File: src/rtl/dmem_wbuf.sv
// Posted-store write buffer between the CPU data port and dmem, with store-to-load forwarding.
// Optional store coalescing into buffered entries is enabled by defining WBUF_COALESCE_EN.
module dmem_wbuf #(
    parameter int DEPTH = 4,
    parameter int DW    = 32,
    parameter int AW    = 32
) (
    input  logic          clk,
    input  logic          reset,
    input  logic [AW-1:0] memAddr,
    input  logic [DW-1:0] memWriteData,
    input  logic          MemWrite,
    input  logic          MemRead,
    output logic [DW-1:0] memReadData,
    output logic          stall,
    output logic [AW-1:0] dmAddr,
    output logic [DW-1:0] dmWriteData,
    output logic          dmWrite,
    output logic          dmRead,
    input  logic [DW-1:0] dmReadData
);
    localparam int PW = $clog2(DEPTH);
    localparam logic [PW:0] FULL_COUNT = (PW+1)'(DEPTH);

    logic          valid_r [DEPTH];
    logic [AW-3:0] waddr_r [DEPTH];
    logic [DW-1:0] wdata_r [DEPTH];
    logic [PW-1:0] head_r;
    logic [PW-1:0] tail_r;
    logic [PW:0]   count;

    logic          full_s;
    logic          empty_s;
    logic          match_s;
    logic [PW-1:0] match_idx_s;
    logic          drain_s;
    logic          coalesce_s;
    logic          push_s;

    assign full_s  = (count == FULL_COUNT);
    assign empty_s = (count == {(PW+1){1'b0}});

    // Walk oldest to youngest so the last hit found is the youngest matching entry.
    always_comb begin
        logic [PW-1:0] idx;
        logic          hit;
        match_s     = 1'b0;
        match_idx_s = head_r;
        for (int i = 0; i < DEPTH; i++) begin
            idx         = head_r + PW'(i);
            hit         = valid_r[idx] && (waddr_r[idx] == memAddr[AW-1:2]);
            match_idx_s = hit ? idx : match_idx_s;
            match_s     = match_s | hit;
        end
    end

    // Drain, accept and stall decisions, plus the dmem/CPU-facing datapath.
    always_comb begin
        drain_s = !reset && !empty_s && !MemRead && (!MemWrite || full_s);
`ifdef WBUF_COALESCE_EN
        // The head entry is leaving this cycle, so a store aimed at it must retry.
        coalesce_s = !reset && MemWrite && match_s && !(drain_s && (match_idx_s == head_r));
`else
        coalesce_s = 1'b0;
`endif
        push_s      = !reset && MemWrite && !coalesce_s && !full_s;
        stall       = !reset && MemWrite && !coalesce_s && full_s;
        dmWrite     = drain_s;
        dmRead      = !reset && MemRead;
        dmAddr      = MemRead ? memAddr : {waddr_r[head_r], 2'b00};
        dmWriteData = wdata_r[head_r];
        memReadData = reset ? {DW{1'b0}}
                    : ((MemRead && match_s) ? wdata_r[match_idx_s] : dmReadData);
    end

    // Pointer, occupancy and valid-bit state; reset discards any pending stores.
    always_ff @(posedge clk) begin
        if (reset) begin
            head_r <= {PW{1'b0}};
            tail_r <= {PW{1'b0}};
            count  <= {(PW+1){1'b0}};
            for (int i = 0; i < DEPTH; i++) begin
                valid_r[i] <= 1'b0;
            end
        end else begin
            if (push_s) begin
                valid_r[tail_r] <= 1'b1;
                tail_r          <= tail_r + {{(PW-1){1'b0}}, 1'b1};
            end
            if (drain_s) begin
                valid_r[head_r] <= 1'b0;
                head_r          <= head_r + {{(PW-1){1'b0}}, 1'b1};
            end
            count <= count + (PW+1)'(push_s) - (PW+1)'(drain_s);
        end
    end

    // Entry payload; qualified by valid bits, so it needs no reset.
    always_ff @(posedge clk) begin
        if (push_s) begin
            waddr_r[tail_r] <= memAddr[AW-1:2];
            wdata_r[tail_r] <= memWriteData;
        end
        if (coalesce_s) begin
            wdata_r[match_idx_s] <= memWriteData;
        end
    end
endmodule

File: config.mk
export PLATFORM = sky130hd
export DESIGN_NAME = dmem_wbuf
export DESIGN_NICKNAME = d
export VERILOG_FILES = /design/src/rtl/dmem_wbuf.sv
export SDC_FILE = /design/constraint.sdc
export NUM_CORES = 1
export LEC_CHECK = 0
export CAP_MARGIN = 0
export CORE_UTILIZATION = 38
export DETAILED_ROUTE_END_ITERATION = 8
export GPL_ROUTABILITY_DRIVEN = 0
export PLACE_DENSITY = 0.6
export SLEW_MARGIN = 20
export SYNTH_ARGS = -nofsm -noshare
export SYNTH_HDL_FRONTEND = slang
export SYNTH_SLANG_ARGS = --single-unit
File: constraint.sdc
create_clock -name clk -period 8.3 [get_ports clk]
set_input_delay 0.83 -clock clk [delete_from_list [all_inputs] [get_ports clk]]
set_output_delay 0.83 -clock clk [all_outputs]
set_load 0.01 [all_outputs]
; After elaboration in Yosys (flattened, before gate mapping)
; Memories as Yosys holds them, arrays and structs flattened. A register that Yosys moved wholly into a read port is not among the register bits.
; Index checks and enable logic that the tools add are counted.
[totals]
regBits = 7
mem_bits_rw = 252
out_inout_bits = 99
n_memories = 3
[op_classes]
addsub = 6
eq_ne = 5
n_mux = 27
bitwise_logic = 3
n_reduce_logical = 21
[memory_table]
columns = memory, depth, width, read_ports, rd_ports_with_merged_regs, write_ports, line_no
row1 = wdata_r, 4, 32, 2, 1, 1, 27  ; logic [DW-1:0] wdata_r [DEPTH];
row2 = waddr_r, 4, 30, 4, 1, 1, 26  ; logic [AW-3:0] waddr_r [DEPTH];
row3 = valid_r, 4, 1, 4, 1, 4, 25  ; logic valid_r [DEPTH];
[ops]
columns = operator, n
row1 = 30-bit == test, 4
row2 = 32-bit two-way mux, 3
row3 = 2-bit two-way mux, 11
row4 = 1-bit two-way mux, 13
row5 = 1-bit logical AND, 12
row6 = 1-bit zero test, 5
row7 = "2-bit by 1-bit adder with 2-bit output, second input constant", 2
row8 = "2-bit adder, second input constant", 2
row9 = 3-bit by 1-bit adder with 3-bit output, 1
row10 = "3-bit == test, second input constant", 1
row11 = 3-bit zero test, 1
row12 = 1-bit bitwise OR, 3
row13 = 3-bit by 1-bit subtractor with 3-bit output, 1
row14 = 1-bit OR reduction, 2
row15 = 1-bit logical OR, 1

; Depth between registers and ports, before layout
; Gate-level depths: netlist of run 1.
[depth]
depth_word = 10
mapped_depth = 16
ltp_nobuf = 13

; Least setup slack after synthesis of run 1
; Ideal clock, no wire load.
[synth_timing]
path_type = input to output
startpoint = input port memAddr[9]
endpoint = output port memReadData[30]
arrival_time_ns = 3.544
required_ns = 7.470
setup_slack_ns = 3.926
path_stages = 10
path_buffers = 1
path_cell_list = buf_1 > nor2b_1 > a32oi_1 > o2111ai_1 > a2111oi_1 > or4b_1 > a311o_1 > and3_4 > or4b_1 > o211ai_1
[synth_between]
elab_chain_cells = 8
word_cells_on_any_way = 18
classes_between = eq/ne: 4 / mux: 5 / bitwise: 3 / reduce/logical: 5 / memory: 1
[synth_lines]
columns = element, line_no
row1 = from (decl), 10  ; input logic [AW-1:0] memAddr,
row2 = 30-bit == test, 51  ; hit = valid_r[idx] && (waddr_r[idx] == memAddr[AW-1:2]);
row3 = 1-bit logical AND, 51
row4 = 2-bit two-way mux / 1-bit bitwise OR (equally long branches) (3 in series), "52, 53"
row5 = memory read 4 x 32 bit / 1-bit logical AND (equally long branches), --
row6 = 32-bit two-way mux (*), 73  ; : ((MemRead && match_s) ? wdata_r[match_idx_s] : dmReadData);
row7 = 32-bit two-way mux (*), 72  ; memReadData = reset ? {DW{1'b0}}
row8 = to (decl), 14  ; output logic [DW-1:0] memReadData,
; Every way passes the cells marked *; elsewhere a longest branch is shown, timed or not.

; Worst setup path in the final report of run 1
[layout_timing]
startpoint = register head_r[1]
endpoint = output port memReadData[30]
[layout_between]
elab_chain_cells = 10
word_cells_on_any_way = 21
classes_between = add/sub: 3 / eq/ne: 3 / mux: 5 / bitwise: 3 / reduce/logical: 4 / memory: 3
[layout_lines]
columns = element, line_no
row1 = from (decl), 28  ; logic [PW-1:0] head_r;
row2 = from (signal assigned), 79  ; head_r <= {PW{1'b0}};
row3 = from (signal assigned), 92  ; head_r <= head_r + {{(PW-1){1'b0}}, 1'b1};
row4 = 2-bit by 1-bit adder with 2-bit output, 50  ; idx = head_r + PW'(i);
row5 = memory read 4 x 30 bit, --
row6 = 30-bit == test, 51
row7 = 1-bit logical AND, 51
row8 = 2-bit two-way mux / 1-bit bitwise OR (equally long branches) (3 in series), "52, 53"
row9 = memory read 4 x 32 bit / 1-bit logical AND (equally long branches), --
row10 = 32-bit two-way mux (*), 73
row11 = 32-bit two-way mux (*), 72
; Marks and branches as above.

==> results of run 1 <==
[synthesized netlist by cell type, drive strengths merged (21+ instances only)]
master and instances:
clkbuf 69, buf 52, xor2 24, nand2 237, o31ai 34, nor2 21
mux2 39, xnor2 84, o21ai 47, edfxtp 252, a21oi 103, mux4 105
mux2i 72, nand3 37, a21boi 65
[through the flow]
step	std cells	worst slack, ps	power (mW)
after floorplan	1418	3926	2.152
after global placement	2102	1694	2.501
after detailed placement	2102	1632	2.509
after CTS	2160	1264	3.865
after global routing	2161	1119	3.987
final	2162	1438	3.842
[area by class of cell]
cell class | instances | area, µm²
tap | 585 | 732.0
antenna | 2 | 5.005
clock inverter | 16 | 166.4
sequential | 261 | 7762
inverter | 18 | 68.82
clock buffer | 42 | 847.1
multi-input combinational | 1018 | 8342
timing repair buffer | 220 | 2155
fill | 3841 | 23090
[logic make-up (layout without fill, tap and decap cells)]
group / Yosys count / count (layout) / share of synthesized area
compound gates: 306 / 306 / 0.1178
xor+xnor: 108 / 108 / 0.05679
fa+ha+maj: 7 / 7 / 0.005709
buf+inv: 139 / 296 / 0.03846
flops: 261 / 261 / 0.4651
mux: 216 / 216 / 0.2118
other cells: 0 / 2 / 0
simple gates: 381 / 381 / 0.1043
[registers in the layout, summed over array words and instances (netlist names), named ones only]
register / cells
waddr_r: 120
tail_r: 2
count: 3
head_r: 2
wdata_r: 128
valid_r: 4
[how the worst max path moves through the flow]
stage | startpoint | to | slack, ps | depth (start not counted)
3_5_place_dp | memAddr[9] | memReadData[5] | 1630 | 12
2_1_floorplan | memAddr[9] | memReadData[30] | 3930 | 10
5_1_grt | head_r[1] | memReadData[30] | 1120 | 12
6_report | head_r[1] | memReadData[30] | 1440 | 12
4_1_cts | head_r[1] | memReadData[5] | 1260 | 11
3_3_place_gp | memAddr[9] | memReadData[5] | 1690 | 12
[worst max-delay path, delay by kind of cell, from the launching register on]
family,cells,cell delay (ps)
compound gates,5,1600
xor+xnor,1,150
buf+inv,3,1630
flops,1,740
mux,1,150
simple gates,2,1140
[layer usage]
layer,vias up,GRT usage,part of all wire
met5,-,0,0.00025
met2,621,0.3784,0.48
li1,5673,-,-
met3,83,0.04406,0.078
met1,6491,0.3200,0.42
met4,2,0.07221,0.024
[power by group through the flow]
| stage | registers [mW] | clock network [mW] | logic [mW] |
|---|---|---|---|
| 2_1_floorplan | 1.61 | 0 | 0.541 |
| 3_3_place_gp | 1.64 | 0 | 0.856 |
| 3_5_place_dp | 1.65 | 0 | 0.860 |
| 4_1_cts | 1.62 | 1.38 | 0.866 |
| 5_1_grt | 1.63 | 1.43 | 0.923 |
| 6_report | 1.62 | 1.35 | 0.864 |
==> impl_metrics.env, run 1 <==
export IMPL_drive_above_1_share=0.1505
export IMPL_syn_inst=1418
export IMPL_wl_per_cell_um=24.42
export IMPL_outcome="finished clean"
export IMPL_cts_buffer_depth=3
export IMPL_clock_sinks=261
export IMPL_numCtsBuffers=31
export IMPL_p_sw_mw=1.079
export IMPL_drtIter0Drc=1255
export IMPL_power_frac_clock=0.353
export IMPL_synth_area_per_cell_um2=11.75
export IMPL_die_width_um=211.4
export IMPL_p_leak_nw=6.483
export IMPL_critPathMaxStageDelay_ps=740
export IMPL_stdcell_area_um2=20080
export IMPL_setup_tns_ps=0
export IMPL_fp_dieH_um=211.4
export IMPL_fin_nets=1657
export IMPL_timing_rr_end="valid_r[2]"
export IMPL_synth_top_area_cell="edfxtp_1"
export IMPL_cp_start_kind="flip-flop"
export IMPL_grt_use_total=0.2345
export IMPL_wl_um=52790
export IMPL_netlist_area_um2=16660
export IMPL_fmax_mhz=145.7
export IMPL_power_internal_mw=2.763
export IMPL_root_buffer="clkbuf_16"
export IMPL_yosysWarnings=0
export IMPL_grt_first_pass_wirelength_um=78490
export IMPL_cp_arrival_ps=6030
export IMPL_synth_edf_count=252
export IMPL_pwr_share_seq=0.423
export IMPL_hold_path_end="tail_r[0]"
export IMPL_grt_antenna_before_repair=3
export IMPL_r2r_start="head_r[1]"
export IMPL_cts_hold_buf=0
export IMPL_min_from="tail_r[0]"
export IMPL_overflow=0
export IMPL_p_sw_frac=0.2807
export IMPL_layout_common_cells="252 x edfxtp_1, 237 x nand2_1, 197 x clkdlybuf4s50_1"
export IMPL_dominantRegCellSynth="edfxtp_1"
export IMPL_start_util=0.3858
export IMPL_dp_hpwl_um=34040
export IMPL_place_area_um2=19060
export IMPL_core_area_um2=43170
export IMPL_utilization=0.4651
export IMPL_setup_violations=0
export IMPL_cts_htree_levels=1
export IMPL_grt_max_degree=69
export IMPL_powerDensity_nw_per_um2=191.3
export IMPL_maxCapViolations=0
export IMPL_synth_seq_area_share=0.4651
export IMPL_holdPathStages=2
export IMPL_fin_crit_ps=6862
export IMPL_worstMarginPinSlew_ps=1011
export IMPL_num_rows=76
export IMPL_peakVddDrop_v=0.0001525
export IMPL_io_pins=199
export IMPL_ys_ff_latch=261
export IMPL_clock_latency_ps=590
export IMPL_report_final_hold_viol_count=0
export IMPL_rsz0062_at_grt="false"
export IMPL_layout_commonest_cell="edfxtp_1"
export IMPL_async_reset_ff_frac=0
export IMPL_vias=12870
export IMPL_first_pass_iters=5
export IMPL_fin_hold_ws_ps=580.2
export IMPL_worstSetupEndpointType="output pin"
export IMPL_skew_ps=16.92
export IMPL_slew_violations=0
export IMPL_crit_type="reg2out"
export IMPL_clk_pin_slew_worst_paths_ps=60
export IMPL_required_ps=7470
export IMPL_synth_area_leaders="edfxtp_1 45%, mux4_2 14%, nand2_1 5.3%"
export IMPL_relSlewSlack=0.3246
export IMPL_final_antenna_net_count=0
export IMPL_yosysTopAreaCellShare=0.4543
export IMPL_path_cells="clkinv_2, a32oi_1, o2111ai_1, a2111oi_1, or4b_1, nor3_1, o31a_1, buf_4, xnor2_1, mux2i_1, o211ai_1, clkdlybuf4s50_1"
export IMPL_synth_nets=1525
export IMPL_hold_class="reg2reg"
export IMPL_crit_fanout=43
export IMPL_finalCritPeriodShare=0.8267
export IMPL_design_die_area_um2=44680
export IMPL_post_cts_buffers=0
export IMPL_first_global_vias=12602
export IMPL_cts_tree="done"
export IMPL_combPwrFrac=0.225
export IMPL_ys_types=71
export IMPL_cp_slowest_cell="dfxtp_4"
export IMPL_vias_per_cell=5.953
export IMPL_place_port_buffers=198
export IMPL_syn2layout_area_growth_pct=20.54
export IMPL_r2r_slack_ps=5150
export IMPL_reg2reg_depth=6
export IMPL_drc=0
export IMPL_post_cts_resized=0
(Power assumes the default switching activity.)
==> inputs of run 2 (changes only) <==
- PLACE_DENSITY: 0.6 -> 0.62
- clock period: 8.3 -> 5.7 ns (I/O delays scaled with it)
==> impl_metrics.env, run 2 (synthesized netlist as in run 1, its figures left out) <==
export IMPL_wl_um=53890
export IMPL_peakVddDrop_v=0.0002210
export IMPL_relSlewSlack=0.3565
export IMPL_powerDensity_nw_per_um2=266.0
export IMPL_cts_hold_buf=0
export IMPL_worstMarginPinSlew_ps=965.2
export IMPL_regMostFlops="wdata_r"
export IMPL_finalCritPeriodShare=0.9653
export IMPL_grt_use_total=0.2394
export IMPL_clock_sinks=261
export IMPL_start_util=0.3858
export IMPL_pwr_share_seq=0.431
export IMPL_clk_pin_slew_worst_paths_ps=60
export IMPL_syn2layout_area_growth_pct=23.06
export IMPL_io_pins=199
export IMPL_outcome="finished clean"
export IMPL_fmax_mhz=181.7
export IMPL_layout_common_cells="252 x edfxtp_1, 237 x nand2_1, 197 x clkdlybuf4s50_1"
export IMPL_dp_cells=2134
export IMPL_setup_tns_ps=0
export IMPL_required_ps=5130
export IMPL_drive_above_1_share=0.1749
export IMPL_report_final_hold_viol_count=0
export IMPL_vias=13091
export IMPL_skew_ps=9.160
export IMPL_p_sw_frac=0.2881
export IMPL_overflow=0
export IMPL_wl_per_cell_um=24.44
export IMPL_fin_crit_ps=5502
export IMPL_num_rows=76
export IMPL_p_leak_nw=6.721
export IMPL_num_fill_cells=3855
export IMPL_design_die_area_um2=44680
export IMPL_power_internal_mw=3.882
export IMPL_final_antenna_net_count=0
export IMPL_crit_fanout=18
export IMPL_hold_class="reg2reg"
export IMPL_cp_start_kind="flip-flop"
export IMPL_numCtsBuffers=30
export IMPL_cp_arrival_ps=4930
export IMPL_place_port_buffers=198
export IMPL_largest_reg_flops=128
export IMPL_multiInputGateArea_um2=8389
export IMPL_reg_top3="wdata_r x128, waddr_r x120, valid_r x4"
export IMPL_setup_violations=0
export IMPL_grt_first_pass_wirelength_um=80930
export IMPL_fin_nets=1701
export IMPL_register_area_um2=7762
export IMPL_fp_dieH_um=211.4
export IMPL_slew_violations=0
export IMPL_grt_max_degree=69
export IMPL_grt_antenna_before_repair=2
export IMPL_cts_tree="done"
export IMPL_rsz0062_at_grt="false"
export IMPL_first_global_vias=13056
export IMPL_p_sw_mw=1.571
export IMPL_worstSetupEndpointType="output pin"
export IMPL_cts_buffer_depth=3
export IMPL_root_buffer="clkbuf_16"
export IMPL_maxCapViolations=0
export IMPL_combPwrFrac=0.240
export IMPL_die_width_um=211.4
export IMPL_core_area_um2=43170
export IMPL_drtIter0Drc=1336
export IMPL_power_total_mw=5.452
export IMPL_drc=0
export IMPL_dp_hpwl_um=35010
export IMPL_stdcell_count=2205
export IMPL_vias_per_cell=5.937
export IMPL_layout_commonest_cell="edfxtp_1"
export IMPL_power_frac_clock=0.328
export IMPL_cts_htree_levels=1
export IMPL_first_pass_iters=8
export IMPL_clock_latency_ps=580
export IMPL_crit_type="reg2out"
## run 2: cell types whose count changed in the layout (fill, tap and decap cells not counted), sizes merged
| cell | delta |
|---|---|
| clkinvlp | +1 |
| inv | -1 |
| buf | +44 |
| clkbuf | +1 |
| clkinv | +1 |
| bufinv | -3 |
## run 2: final cells by class
class                           count  area share
Clock buffer                       42     0.04035
Sequential cell                   261      0.3787
Multi-Input combinational cell   1018      0.4093
Tap cell                          585     0.03571
Antenna cell                        2   0.0002442
Inverter                           18    0.003357
Clock inverter                     14    0.003540
Timing Repair Buffer              265      0.1289
## run 2: power by group through the flow
stage | combinational (mW) | clock [mW] | sequential, mW
after floorplan | 0.787 | 0 | 2.35
after global placement | 1.28 | 0 | 2.38
after detailed placement | 1.28 | 0 | 2.39
after global routing | 1.40 | 1.89 | 2.36
after CTS | 1.29 | 1.82 | 2.35
final | 1.31 | 1.79 | 2.35
## run 2: worst paths after layout
kind,from,end,slack (ps),cells past startpoint
hold / removal,tail_r[0],tail_r[0],570,2
setup / recovery,head_r[0],memReadData[26],200,16
setup reg to reg,count[1],count[2],2670,13
hold reg to reg,tail_r[0],tail_r[0],570,2
## run 2: worst max-delay path, stage by stage, from the launching register on
cell	delay, ps
dfxtp_4	370
buf_12	180
buf_4	200
mux4_2	330
xnor2_1	180
o2111ai_1	220
a2111oi_2	400
buf_4	180
nand4bb_1	120
or4b_1	550
a41o_1	290
nor3_4	170
buf_4	170
buf_12	170
o31ai_1	100
nand3_1	150
clkdlybuf4s50_1	560
## run 2: stage by stage
step	hold WS, ps	cell area (µm²)	setup slack (ps)	util
floorplan	508.1	16660	1828	-
global placement	557.8	19380	389.4	0.4488
detailed placement	554.8	19380	307.0	0.4488
CTS	564.4	20320	30.08	0.4706
global route	594.9	20500	38.55	0.4748
finish	569.1	20500	197.5	0.4748
## run 2: timing repair
| item | 4_1_cts | 5_1_grt |
|---|---|---|
| endpoints found under the setup margin | 32 | 32 |
| cloned | 0 | 1 |
| pin swaps | 1 | 2 |
| gates resized for setup | 2 | 12 |
| setup buffers | 2 | 10 |
## run 2: layer usage
metal,vias up,part of all wire,track usage
li1,5765,-,-
met1,6600,0.42,0.3323
met2,644,0.47,0.3855
met3,82,0.084,0.04376
met4,0,0.023,0.06222
met5,-,0,0
==> inputs of run 3 (changes only) <==
- CORE_MARGIN: unset -> 5
- CORE_UTILIZATION: 38 -> 52
- PLACE_DENSITY: 0.62 -> 0.8
==> impl_metrics.env, run 3 (synthesized netlist as in run 1, its figures left out) <==
export IMPL_grt_antenna_before_repair=2
export IMPL_die_width_um=189.0
export IMPL_cp_arrival_ps=4980
export IMPL_fin_crit_ps=5548
export IMPL_clk_pin_slew_worst_paths_ps=60
export IMPL_powerDensity_nw_per_um2=277.5
export IMPL_skew_ps=12.57
export IMPL_worstMarginPinSlew_ps=959.1
export IMPL_slew_violations=0
export IMPL_final_antenna_net_count=0
export IMPL_crit_fanout=22
export IMPL_num_fill_cells=2236
export IMPL_core_area_um2=31560
export IMPL_wl_per_cell_um=25.32
export IMPL_start_util=0.5279
export IMPL_maxCapViolations=0
export IMPL_grt_use_total=0.2738
export IMPL_regMostFlops="wdata_r"
export IMPL_stdcell_area_um2=20520
export IMPL_vias_per_cell=6.674
export IMPL_hold_class="reg2reg"
export IMPL_relSlewSlack=0.3606
export IMPL_setup_tns_ps=0
export IMPL_drive_above_1_share=0.1851
export IMPL_crit_type="reg2out"
export IMPL_outcome="finished clean"
export IMPL_cp_start_kind="flip-flop"
export IMPL_dp_hpwl_um=34190
export IMPL_peakVddDrop_v=0.0002746
export IMPL_clock_latency_ps=560
export IMPL_wl_um=51250
export IMPL_dp_cells=1958
export IMPL_setup_violations=0
export IMPL_min_from="tail_r[0]"
export IMPL_r2r_start="count[1]"
export IMPL_utilization=0.6504
export IMPL_worstSetupEndpointType="output pin"
export IMPL_layout_commonest_cell="edfxtp_1"
export IMPL_fin_nets=1707
export IMPL_root_buffer="clkbuf_16"
export IMPL_p_leak_nw=6.849
export IMPL_design_die_area_um2=35710
export IMPL_fmax_mhz=180.3
export IMPL_syn2layout_area_growth_pct=23.21
export IMPL_drtIter0Drc=1968
export IMPL_place_port_buffers=198
export IMPL_register_area_um2=7762
export IMPL_vias=13509
export IMPL_finalCritPeriodShare=0.9733
export IMPL_stdcell_count=2024
export IMPL_grt_first_pass_wirelength_um=77420
export IMPL_largest_reg_flops=128
export IMPL_power_total_mw=5.694
export IMPL_first_pass_iters=7
export IMPL_cts_tree="done"
export IMPL_multiInputGateArea_um2=8448
export IMPL_grt_max_degree=54
export IMPL_reg_top3="wdata_r x128, waddr_r x120, valid_r x4"
export IMPL_cts_htree_levels=1
export IMPL_clock_sinks=261
export IMPL_io_pins=199
export IMPL_layout_common_cells="252 x edfxtp_1, 237 x nand2_1, 197 x clkdlybuf4s50_1"
export IMPL_required_ps=5130
export IMPL_cts_buffer_depth=3
export IMPL_fp_dieH_um=189.0
export IMPL_overflow=0
export IMPL_report_final_hold_viol_count=0
export IMPL_first_global_vias=13202
export IMPL_num_rows=65
export IMPL_place_area_um2=19220
export IMPL_drc=0
export IMPL_numCtsBuffers=28
==> run 3: changes by cell type in the layout (fill, tap and decap cells not counted), sizes merged <==
cell      delta
buf          +8
clkinv       +1
diode        -1
bufinv       +8
clkinvlp     -2
clkbuf      -12
==> run 3: worst max-delay path, cell delays in order, from the launching register on <==
cell and delay, ps:
dfxtp_4 670, buf_4 320, mux4_2 570, xnor2_1 160
nand4_1 220, nor4_1 460, nand4_1 250, o21ai_0 170
or3b_2 210, or4b_1 450, o211ai_1 320, clkdlybuf4s50_1 610
==> run 3: report_power, final <==
group | leakage, nW | switching [mW] | internal, mW
Combinational | 3.98 | 0.686 | 0.644
Sequential | 2.37 | 0.111 | 2.25
Clock | 0.500 | 0.750 | 1.25
==> run 3: path summary, 6_finish.rpt <==
kind,to,slack [ps],cells past startpoint
max reg2reg,count[2],2630,13
min reg2reg,tail_r[0],580,2
max,memReadData[30],150,11
min,tail_r[0],580,2
==> run 3: stage by stage <==
step	hold slack (ps)	worst slack (ps)
2_1_floorplan	508.1	1828
3_3_place_gp	538.0	226.9
3_5_place_dp	576.5	196.1
4_1_cts	585.1	1.724
5_1_grt	624.7	-19.79
6_report	583.9	152.2
==> run 3: what timing repair did <==
item / CTS / global route
resized for setup: 4 / 22
hold buffers: 0 / 0
gates cloned: 0 / 1
pin swaps: 0 / 2
endpoints found under the setup margin: 32 / 32
setup buffers: 2 / 11
==> run 3: cell type report <==
class	count	area share
diodes	1	0.0001219
clock buffers	30	0.03451
clock inverters	21	0.01506
inverters	18	0.003353
multi-input cells	1018	0.4116
flip-flops and latches	261	0.3782
well taps	402	0.02451
repair buffers	273	0.1326
==> run 3: per-layer routing <==
| layer | track usage | share of wire |
|---|---|---|
| met5 | 0 | 0.00021 |
| met4 | 0.09165 | 0.038 |
| met3 | 0.05347 | 0.12 |
| met2 | 0.4286 | 0.46 |
| met1 | 0.3880 | 0.38 |
